File: config.mk
export PLATFORM = sky130hd
export DESIGN_NAME = measure_display_flat
export DESIGN_NICKNAME = d
export VERILOG_FILES = /design/src/rtl/measure_pkg.sv /design/src/rtl/measure_if.sv /design/src/rtl/seg7_encode.sv /design/src/rtl/measure_display.sv /design/src/flat_wrapper.sv
export SDC_FILE = /design/constraint.sdc
export NUM_CORES = 1
export LEC_CHECK = 0
export BUFFER_PORTS_ARGS = -buffer_cell sky130_fd_sc_hd__buf_2
export CORE_UTILIZATION = 52
export DETAILED_ROUTE_END_ITERATION = 6
export PLACE_DENSITY = 0.82
export RECOVER_POWER = 50
export SLEW_MARGIN = 20
export SYNTH_ARGS = -nofsm -noshare
export SYNTH_HDL_FRONTEND = slang
export SYNTH_SLANG_ARGS = --single-unit
File: constraint.sdc
create_clock -name clock -period 1.9 [get_ports clock]
set_clock_uncertainty 0.1 [all_clocks]
set_input_delay 0.285 -clock clock [delete_from_list [all_inputs] [get_ports clock]]
set_output_delay 0.285 -clock clock [all_outputs]
set_load 0.02 [all_outputs]
File: src/rtl/measure_pkg.sv
// Shared constants, FSM state type and seven-segment patterns for the
// measurement display path.
package measure_pkg;

  localparam int NUM_WIDTH = 14;
  localparam int DIGITS    = 5;

  typedef enum logic [1:0] {
    IDLE,
    SHIFT,
    SHOW,
    LOAD
  } state_t;

  // Active-low segment patterns, bit0 = a ... bit6 = g
  localparam logic [6:0] SEG_0     = 7'h40;
  localparam logic [6:0] SEG_1     = 7'h79;
  localparam logic [6:0] SEG_2     = 7'h24;
  localparam logic [6:0] SEG_3     = 7'h30;
  localparam logic [6:0] SEG_4     = 7'h19;
  localparam logic [6:0] SEG_5     = 7'h12;
  localparam logic [6:0] SEG_6     = 7'h02;
  localparam logic [6:0] SEG_7     = 7'h78;
  localparam logic [6:0] SEG_8     = 7'h00;
  localparam logic [6:0] SEG_9     = 7'h10;
  localparam logic [6:0] SEG_BLANK = 7'h7F;
  localparam logic [6:0] SEG_T     = 7'h07;
  localparam logic [6:0] SEG_U     = 7'h41;
  localparam logic [6:0] SEG_DASH  = 7'h3F;

  function automatic logic [6:0] mode_letter(input logic [5:0] mode);
    logic [6:0] seg;
    case (mode)
      6'd0:    seg = SEG_BLANK;
      6'd1:    seg = SEG_T;
      6'd2:    seg = SEG_U;
      default: seg = SEG_DASH;
    endcase
    return seg;
  endfunction

endpackage

File: src/rtl/measure_if.sv
// Request/status bundle between the cursor-measure block and the display.
interface measure_if #(
  parameter int NUM_WIDTH = measure_pkg::NUM_WIDTH
);

  logic [NUM_WIDTH-1:0] num;
  logic [5:0]           measurement;
  logic                 update;
  logic                 busy;
  logic                 done;

  modport master (
    output num,
    output measurement,
    output update,
    input  busy,
    input  done
  );

  modport slave (
    input  num,
    input  measurement,
    input  update,
    output busy,
    output done
  );

endinterface

File: src/rtl/seg7_encode.sv
// One BCD digit to active-low seven-segment pattern; codes above 9 show blank.
module seg7_encode
  import measure_pkg::*;
(
  input  logic [3:0] digit,
  input  logic       blank,
  output logic [6:0] seg
);

  always_comb begin
    seg = SEG_BLANK;
    if (!blank) begin
      case (digit)
        4'd0:    seg = SEG_0;
        4'd1:    seg = SEG_1;
        4'd2:    seg = SEG_2;
        4'd3:    seg = SEG_3;
        4'd4:    seg = SEG_4;
        4'd5:    seg = SEG_5;
        4'd6:    seg = SEG_6;
        4'd7:    seg = SEG_7;
        4'd8:    seg = SEG_8;
        4'd9:    seg = SEG_9;
        default: seg = SEG_BLANK;
      endcase
    end
  end

endmodule

File: src/rtl/measure_display.sv
// Sequential double-dabble of the measurement value into registered
// seven-segment outputs, with a mode letter on hex5.
module measure_display #(
  parameter int NUM_WIDTH     = measure_pkg::NUM_WIDTH,
  parameter int DIGITS        = measure_pkg::DIGITS,
  parameter bit BLANK_LEADING = 1'b1
) (
  input  logic       clock,
  input  logic       resetn,
  measure_if.slave   bus,
  output logic [6:0] hex0,
  output logic [6:0] hex1,
  output logic [6:0] hex2,
  output logic [6:0] hex3,
  output logic [6:0] hex4,
  output logic [6:0] hex5
);

  import measure_pkg::*;

  localparam int BCD_W = 4 * DIGITS;
  localparam int CNT_W = $clog2(NUM_WIDTH + 1);
  localparam logic [CNT_W-1:0] LAST_SHIFT = CNT_W'(NUM_WIDTH - 1);

  state_t               state;
  state_t               state_next;
  logic [BCD_W-1:0]     bcd_q;
  logic [BCD_W-1:0]     bcd_adj;
  logic [NUM_WIDTH-1:0] bin_q;
  logic [CNT_W-1:0]     count_q;
  logic [5:0]           mode_q;
  logic                 pending_q;
  logic                 done_q;
  logic [6:0]           hex_q [6];
  logic [6:0]           seg [DIGITS];
  logic [DIGITS-1:0]    blank;

  always_ff @(posedge clock or negedge resetn) begin
    if (!resetn) state <= IDLE;
    else         state <= state_next;
  end

  always_comb begin
    state_next = state;
    case (state)
      IDLE:    if (bus.update) state_next = SHIFT;
      SHIFT:   if (count_q == LAST_SHIFT) state_next = SHOW;
      SHOW:    state_next = (pending_q || bus.update) ? LOAD : IDLE;
      LOAD:    state_next = SHIFT;
      default: state_next = IDLE;
    endcase
  end

  // Add-3 correction applied to every nibble before the shift
  always_comb begin
    bcd_adj = bcd_q;
    for (int d = 0; d < DIGITS; d++) begin
      if (bcd_q[4*d +: 4] >= 4'd5) bcd_adj[4*d +: 4] = bcd_q[4*d +: 4] + 4'd3;
    end
  end

  // A digit is blanked when it and every digit above it are zero; hex0 never
  always_comb begin
    logic seen_nonzero;
    seen_nonzero = 1'b0;
    blank        = '0;
    for (int d = DIGITS - 1; d >= 0; d--) begin
      seen_nonzero = seen_nonzero | (bcd_q[4*d +: 4] != 4'd0);
      blank[d]     = BLANK_LEADING && (d != 0) && !seen_nonzero;
    end
  end

  for (genvar g = 0; g < DIGITS; g++) begin : g_seg
    seg7_encode u_seg (
      .digit (bcd_q[4*g +: 4]),
      .blank (blank[g]),
      .seg   (seg[g])
    );
  end

  always_ff @(posedge clock or negedge resetn) begin
    if (!resetn) begin
      bcd_q     <= '0;
      bin_q     <= '0;
      count_q   <= '0;
      mode_q    <= '0;
      pending_q <= 1'b0;
      done_q    <= 1'b0;
      for (int k = 0; k < 6; k++) hex_q[k] <= SEG_BLANK;
    end else begin
      done_q <= 1'b0;
      case (state)
        IDLE: begin
          if (bus.update) begin
            bin_q   <= bus.num;
            mode_q  <= bus.measurement;
            bcd_q   <= '0;
            count_q <= '0;
          end
        end
        SHIFT: begin
          {bcd_q, bin_q} <= {bcd_adj, bin_q} << 1;
          count_q        <= count_q + 1'b1;
          if (bus.update) pending_q <= 1'b1;
        end
        SHOW: begin
          done_q <= 1'b1;
          if (bus.update) pending_q <= 1'b1;
          if (mode_q == 6'd0) begin
            for (int k = 0; k < 6; k++) hex_q[k] <= SEG_BLANK;
          end else begin
            for (int k = 0; k < DIGITS; k++) hex_q[k] <= seg[k];
            hex_q[5] <= mode_letter(mode_q);
          end
        end
        LOAD: begin
          bin_q     <= bus.num;
          mode_q    <= bus.measurement;
          bcd_q     <= '0;
          count_q   <= '0;
          pending_q <= 1'b0;
        end
        default: ;
      endcase
    end
  end

  assign bus.busy = (state != IDLE);
  assign bus.done = done_q;

  assign hex0 = hex_q[0];
  assign hex1 = hex_q[1];
  assign hex2 = hex_q[2];
  assign hex3 = hex_q[3];
  assign hex4 = hex_q[4];
  assign hex5 = hex_q[5];

endmodule
File: src/flat_wrapper.sv
// flat-port wrapper written by rule: the top's interface ports become plain ports
module measure_display_flat import measure_pkg::*;
#(
  parameter int NUM_WIDTH     = measure_pkg::NUM_WIDTH,
  parameter int DIGITS        = measure_pkg::DIGITS,
  parameter bit BLANK_LEADING = 1'b1
)
  (clock, resetn, hex0, hex1, hex2, hex3, hex4, hex5, bus_num, bus_measurement, bus_update, bus_busy, bus_done);
  measure_if #(.NUM_WIDTH(NUM_WIDTH)) bus_i ();
  input  logic clock;
  input  logic resetn;
  output logic [6:0] hex0;
  output logic [6:0] hex1;
  output logic [6:0] hex2;
  output logic [6:0] hex3;
  output logic [6:0] hex4;
  output logic [6:0] hex5;
  input wire logic [$bits(bus_i.num)-1:0] bus_num;
  input wire logic [$bits(bus_i.measurement)-1:0] bus_measurement;
  input wire logic [$bits(bus_i.update)-1:0] bus_update;
  output wire logic [$bits(bus_i.busy)-1:0] bus_busy;
  output wire logic [$bits(bus_i.done)-1:0] bus_done;
  assign bus_i.num = bus_num;
  assign bus_i.measurement = bus_measurement;
  assign bus_i.update = bus_update;
  assign bus_busy = bus_i.busy;
  assign bus_done = bus_i.done;
  measure_display #(.NUM_WIDTH(NUM_WIDTH), .DIGITS(DIGITS), .BLANK_LEADING(BLANK_LEADING)) u_core (.clock(clock), .resetn(resetn), .bus(bus_i), .hex0(hex0), .hex1(hex1), .hex2(hex2), .hex3(hex3), .hex4(hex4), .hex5(hex5));
endmodule
Yosys cells after proc, flatten, opt, wreduce, memory -nomap -nowiden
Memories as Yosys holds them, arrays and structs flattened.
Cells that the tools add are included.
Operators by class
  equality and inequality tests: 9
  magnitude comparators: 5
  reductions and logical operators: 16
  add/sub/neg operators: 6
  bitwise gates (word level): 3
  multiplexer cells: 26
Operators by type and width (count)
  $pmux 20 s3: 1
  $mux 42: 1
  $pmux 14 s3: 1
  $mux 7: 4
  $ge 4x3->1 const B: 5
  $mux 20: 1
  $mux 4: 5
  $add 4x2->4 const B: 4
  $reduce_bool 4->1: 4
  $mux 14: 1
  $pmux 7 s2: 1
  $pmux 4 s3: 1
  $pmux 6 s2: 1
  $pmux 2 s4: 1
  $reduce_and 2->1: 4
  $eq 6x1->1 const B: 1
  $eq 6x2->1 const B: 1
  $logic_not 6->1: 1
  $mux 2: 3
  $mux 6: 1
  $reduce_bool 2->1: 3
  $add 4x1->4 const B: 1
  $eq 2x2->1 const B: 2
  $eq 4x4->1 const B: 1
  other kinds (12): 16
Storage, ports and cells
  memories: 5
  register bits after elaboration: 90
  word-level logic and storage cells: 83
  memory bits (read-only): 560
  output and inout port bits: 44
Memories
  (name not given): words 16, width 7, rd ports 1, clocked after Yosys merged registers in 0, wr ports 0, RTL line seg7_encode.sv:13  | case (digit)
  (name not given): words 16, width 7, rd ports 1, clocked after Yosys merged registers in 0, wr ports 0, RTL line seg7_encode.sv:13
  (name not given): words 16, width 7, rd ports 1, clocked after Yosys merged registers in 0, wr ports 0, RTL line seg7_encode.sv:13
  (name not given): words 16, width 7, rd ports 1, clocked after Yosys merged registers in 0, wr ports 0, RTL line seg7_encode.sv:13
  (name not given): words 16, width 7, rd ports 1, clocked after Yosys merged registers in 0, wr ports 0, RTL line seg7_encode.sv:13

Depth between registers and ports, before layout
  depth in word-level cells: 6
  gate-level depth with buffers: 8
  gate-level depth less buffers: 6

Modules after synthesis
From an unflattened synthesis, not the netlist that was laid out.
Second synthesis, totals
  cells, all modules: 587
  area total of the unflattened synthesis: 5342.6 sq um
Modules (own cells, without submodules)
  measure_display: times used 1, area each 4147.7 sq um, cells each 420
  seg7_encode at u_core.g_seg[1].u_seg ...: times used 3, area each 235.2 sq um, cells each 33
  seg7_encode at u_core.g_seg[0].u_seg: times used 1, area each 252.7 sq um, cells each 35
  seg7_encode at u_core.g_seg[2].u_seg: times used 1, area each 236.5 sq um, cells each 33

Least setup slack after synthesis
No wires, ideal clock.
  path kind: reg-to-reg
  from: reg u_core.state[0]
  to: reg u_core.bin_q[10]
  setup slack: 75 ps
  stages on the path, launching flop included: 8
  period minus slack after synthesis: 1825 ps
  buffers on the path: 2
  required time: 1665 ps
  data arrival time: 1591 ps
  cells stage by stage: dfrtp_1 > inv_1 > ha_1 > nor2b_1 > or2_2 > clkbuf_1 > clkbuf_1 > o21ai_0
Between the ends
  word-level cells in the longest chain between the ends: 3
RTL lines
  start: declaration: RTL line measure_display.sv:25  | state_t state;
  start signal: assignment: RTL line measure_display.sv:40  | else state <= state_next;
  $eq 2x2->1, or another cell as far along: RTL line measure_display.sv:92  | case (state)
  $reduce_bool 3->1 (no source line) / $ne 2x2->1 (equally long branches)
  $reduce_and 2->1 (no source line)
  end signal: assignment: RTL line measure_display.sv:95  | bin_q <= bus.num;
  end signal: assignment: RTL line measure_display.sv:102  | {bcd_q, bin_q} <= {bcd_adj, bin_q} << 1;
  end signal: assignment: RTL line measure_display.sv:117  | bin_q <= bus.num;
  end: declaration: RTL line measure_display.sv:29  | logic [NUM_WIDTH-1:0] bin_q;
Parallel ways exist; a longest one is shown, timed or not.
A chain may end at the register's enable or synchronous reset.

Worst setup path after layout
  from: reg u_core.bcd_q[17]
  to: reg u_core.bcd_q[18]
Between the ends
  word-level cells in the longest chain between the ends: 3
RTL lines
  start: declaration: RTL line measure_display.sv:27  | logic [BCD_W-1:0] bcd_q;
  start signal: assignment: RTL line measure_display.sv:102
  $ge 4x3->1 / $add 3x2->3 (equally long branches): RTL line measure_display.sv:58  | if (bcd_q[4*d +: 4] >= 4'd5) bcd_adj[4*d +: 4] = bcd_q[4*d +: 4] + 4'd3;
  $mux 3 (*): RTL line measure_display.sv:58
  $pmux 20 s3 (*): RTL line measure_display.sv:92
Every way passes the cells marked *; elsewhere a longest branch is shown, timed or not.

==> implementation parameters <==
Parameter                              Value

Global routing
  Layer with the highest usage ... met2
  Pin count of the biggest net entering global routing ... 42
  Overall Global Routing Usage ... 21.6%
  Met2 usage in global routing ... 35.8%
  Leftover overflow at the end of global routing ... 0
  Antenna violations before repair ... 0
  Vias in the first global route ... 3577
  Wire length of the first global-routing pass ... 16700 um
  Global-route met3 utilization ... 4.65%
  Global routing met1 resource utilization ... 28.9%

Drt
  Wire length per cell ... 15.2 um
  Detailed-route via count ... 3645
  Count of nets left with antenna violations after detail routing ... 0
  Count of TritonRoute iterations in the first routing pass ... 7
  Detail-routed via count per cell ... 5.56
  DRC violations left ... 3
  DRC violation total after the first TritonRoute iteration ... 167
  Sum of routed wire length over all layers ... 9960 um

Finish
  # fillers ... 702
  Area taken by multi-input logic gates ... 0.00236 sq mm
  Commonest non-fill, non-tap cell in the layout ... buf_2
  Relative area change from synthesis to final layout ... 17.0%
  Commonest cells after routing, fill and taps aside ... 49 x buf_2, 48 x dfrtp_1, 38 x dfstp_2
  Antenna diode count ... 0
  Filler-free cell count of the finished design ... 656
  NumNets Final ... 603
  Area of all sequential standard cells ... 0.00220 sq mm
  Fraction of layout cells with a size suffix above 1 ... 32.7%

Worst setup path
  Startpoint of the worst-slack reg-to-reg timing path ... u_core.bcd_q[17]
  Logic depth of the worst path, buffers included ... 7
  FF-to-FF path depth ... 7
  Data arrival time of the critical path ... 1980 ps
  Delay-heaviest family, CP ... flip-flops
  Standard cell with the maximum stage delay on the critical path ... dfrtp_1
  Required time of the worst setup path ... 2040 ps
  Critical path type ... register to register
  Type of origin of the critical path ... register
  R2R setup slack ... 50 ps
  Worst-path cell chain ... inv_2, buf_4, ha_1, nand2b_1, a21oi_1, mux2i_1, o22ai_1
  Critical Path Sink Type ... register
  Sum of buffers and inverters on the critical path ... 2
  Destination of the worst register-to-register timing path ... u_core.bcd_q[18]
  Peak per-stage delay on the critical path ... 430 ps
  CP max FO ... 4

Min path
  Depth of the worst hold-timing path ... 2
  Hold Path Sink ... u_core.mode_q[5]
  Min-delay worst type ... primary input to register
  Min-Delay Startpoint ... bus_measurement[5]

Job
  Number of maximum-capacitance constraint violations ... 0

Floorplanning
  Std-Cell Core Area ... 0.00881 sq mm
  Chip width ... 97.9 um
  Ports ... 67
  Starting density of the core ... 54.4%
  DIE AREA ... 0.00959 sq mm
  # rows ... 34
  Overall die height ... 97.9 um

STA
  Max Clock Freq ... 541 MHz
  Fraction of the cycle the final worst path needs ... 97.3%
  Post-layout minimum cycle time ... 1850 ps
  Hold slack final ... 56.4 ps
  Max Slew Vio Count ... 0
  Setup violations, final ... 0
  Total Negative Setup Slacks ... 0 ps
  Hold violation count in the final report ... 0
  Worst slew pin tran ... 694 ps
  Slew headroom ... 53.7%

Pwr
  Power density normalized to cell area ... 1300 mW/mm^2
  Worst IR Drop VDD ... 0.795 mV
  Leakage component of the power ... 2.41 nW

Logic synthesis
  Main flop type after synthesis ... dfrtp_1
  Largest cells by area after synthesis ... dfrtp_1 25%, dfstp_2 21%, ha_1 9.7%
  Yosys synthesis warning count ... 0
  Yosys reg bits ... 86
  Number of flops mapped to enable cells by yosys ... 0
  Mapped cell area ... 0.00479 sq mm
  Async set-or-reset flop fraction in the synthesized netlist ... 100%
  Cell type with the largest total area after synthesis ... dfrtp_1
  Post-synth top area share ... 25.1%
  Number of distinct library cells after synthesis ... 53
  Synth Net Count ... 523
  Post-synthesis instance total ... 463
  Avg Inst Size Synth ... 10.3 sq um
  Share of the yosys chip area belonging to registers ... 45.9%

Place
  Placed cells ... 634
  Number of port buffers ... 65
  DP Wirelength ... 7120 um
  Routability Congestion ... 0.943

Clock network
  Root Buffer ... clkbuf_8
  Clock insertion delay at the later pin of the skew report ... 360 ps
  CTS max path bufs ... 2
  TritonCTS clock tree ... done
  Number of clock sinks seen by CTS ... 86
  Clock-pin slew on the worst setup and hold paths ... 80 ps
  Inserted Clock Buffers ... 9
  # H-tree levels ... 3

Status
  Status ... finished, violations left
  Violated checks ... design-rule violations
[final cells by class]
type,count,share of cell area (%)
clock inverter,4,1.70
timing repair buffer,98,10.3
clock buffer,12,2.59
sequential,86,39.3
inverter,23,1.54
multi-input combinational,325,42.2
tap,108,2.41
[cells in the mapped netlist, types with 3 or more instances]
cell type / count
a21oi_1: 37
a31oi_1: 5
and2_1: 4
buf_2: 4
buf_4: 4
clkbuf_1: 15
dfrtp_1: 48
dfstp_2: 38
ha_1: 37
inv_1: 23
mux2_2: 10
mux2i_1: 20
nand2_1: 35
nand2b_1: 9
nand3_1: 3
nand3_4: 3
nor2_1: 33
nor2b_1: 3
nor3_1: 3
nor3b_1: 4
o21ai_0: 37
o22a_1: 18
o22a_2: 11
o22ai_1: 13
xnor2_1: 7
[worst max-delay path by stage]
stage	startpoint	end	slack [ps]
2_1_floorplan	u_core.state[0]	u_core.bin_q[10]	70
3_3_place_gp	u_core.bcd_q[16]	u_core.bcd_q[19]	120
3_5_place_dp	u_core.state[0]	u_core.bin_q[12]	50
4_1_cts	u_core.bcd_q[13]	u_core.hex1[6]	20
5_1_grt	u_core.bcd_q[17]	u_core.bcd_q[18]	-50
6_report	u_core.bcd_q[17]	u_core.bcd_q[18]	50
[power breakdown]
group          total, mW  switching, mW  internal (mW)
logic               2.85           1.63           1.22
clock network       1.56          0.652          0.910
registers           2.84          0.381           2.46
[metal layers]
| metal | up-vias | part of all wire, % |
|---|---|---|
| met1 | 1763 | 47 |
| met3 | 6 | 4.1 |
| met2 | 78 | 48 |
| met4 | 0 | 0.85 |
| met5 | - | 0 |
| li1 | 1798 | - |
[flip-flops by register name, summed over array words and instances (netlist names)]
register	cells
u_core.hex5	3
u_core.state	2
u_core.hex3	7
u_core.pending_q	1
u_core.hex4	7
u_core.bus.done	1
u_core.bcd_q	20
u_core.bin_q	14
u_core.hex0	7
u_core.count_q	4
u_core.hex1	7
u_core.mode_q	6
u_core.hex2	7
[stage by stage]
stage	setup slack, ps	cell area [sq um]	utilization, %	power [mW]
after floorplan	74.5	4790	-	4.84
after global placement	119	5310	60.3	5.57
after detailed placement	54.2	5310	60.3	5.69
after CTS	22.6	5560	63.2	7.26
after global routing	-54.2	5600	63.6	7.73
final	51.6	5600	63.6	7.26
[cells by family after synthesis]
| kind of cell | count (synthesis) | synth area share [%] |
|---|---|---|
| AO/OA/AOI/OAI | 139 | 19.4 |
| XOR/XNOR | 7 | 1.28 |
| adder cells (fa/ha/maj) | 37 | 9.67 |
| buffers and inverters | 52 | 5.23 |
| flip-flops | 86 | 45.9 |
| multiplexers | 30 | 6.53 |
| other | 1 | 0.0783 |
| AND/OR/NAND/NOR | 111 | 11.9 |
[what timing repair did]
action,4_1_cts,5_1_grt
hold buffers,1,0
setup buffers,0,5
hold endpoints to repair,13,0
gates resized for setup,0,12
setup endpoints to repair,0,47
Power figures use the tool's default switching activity.
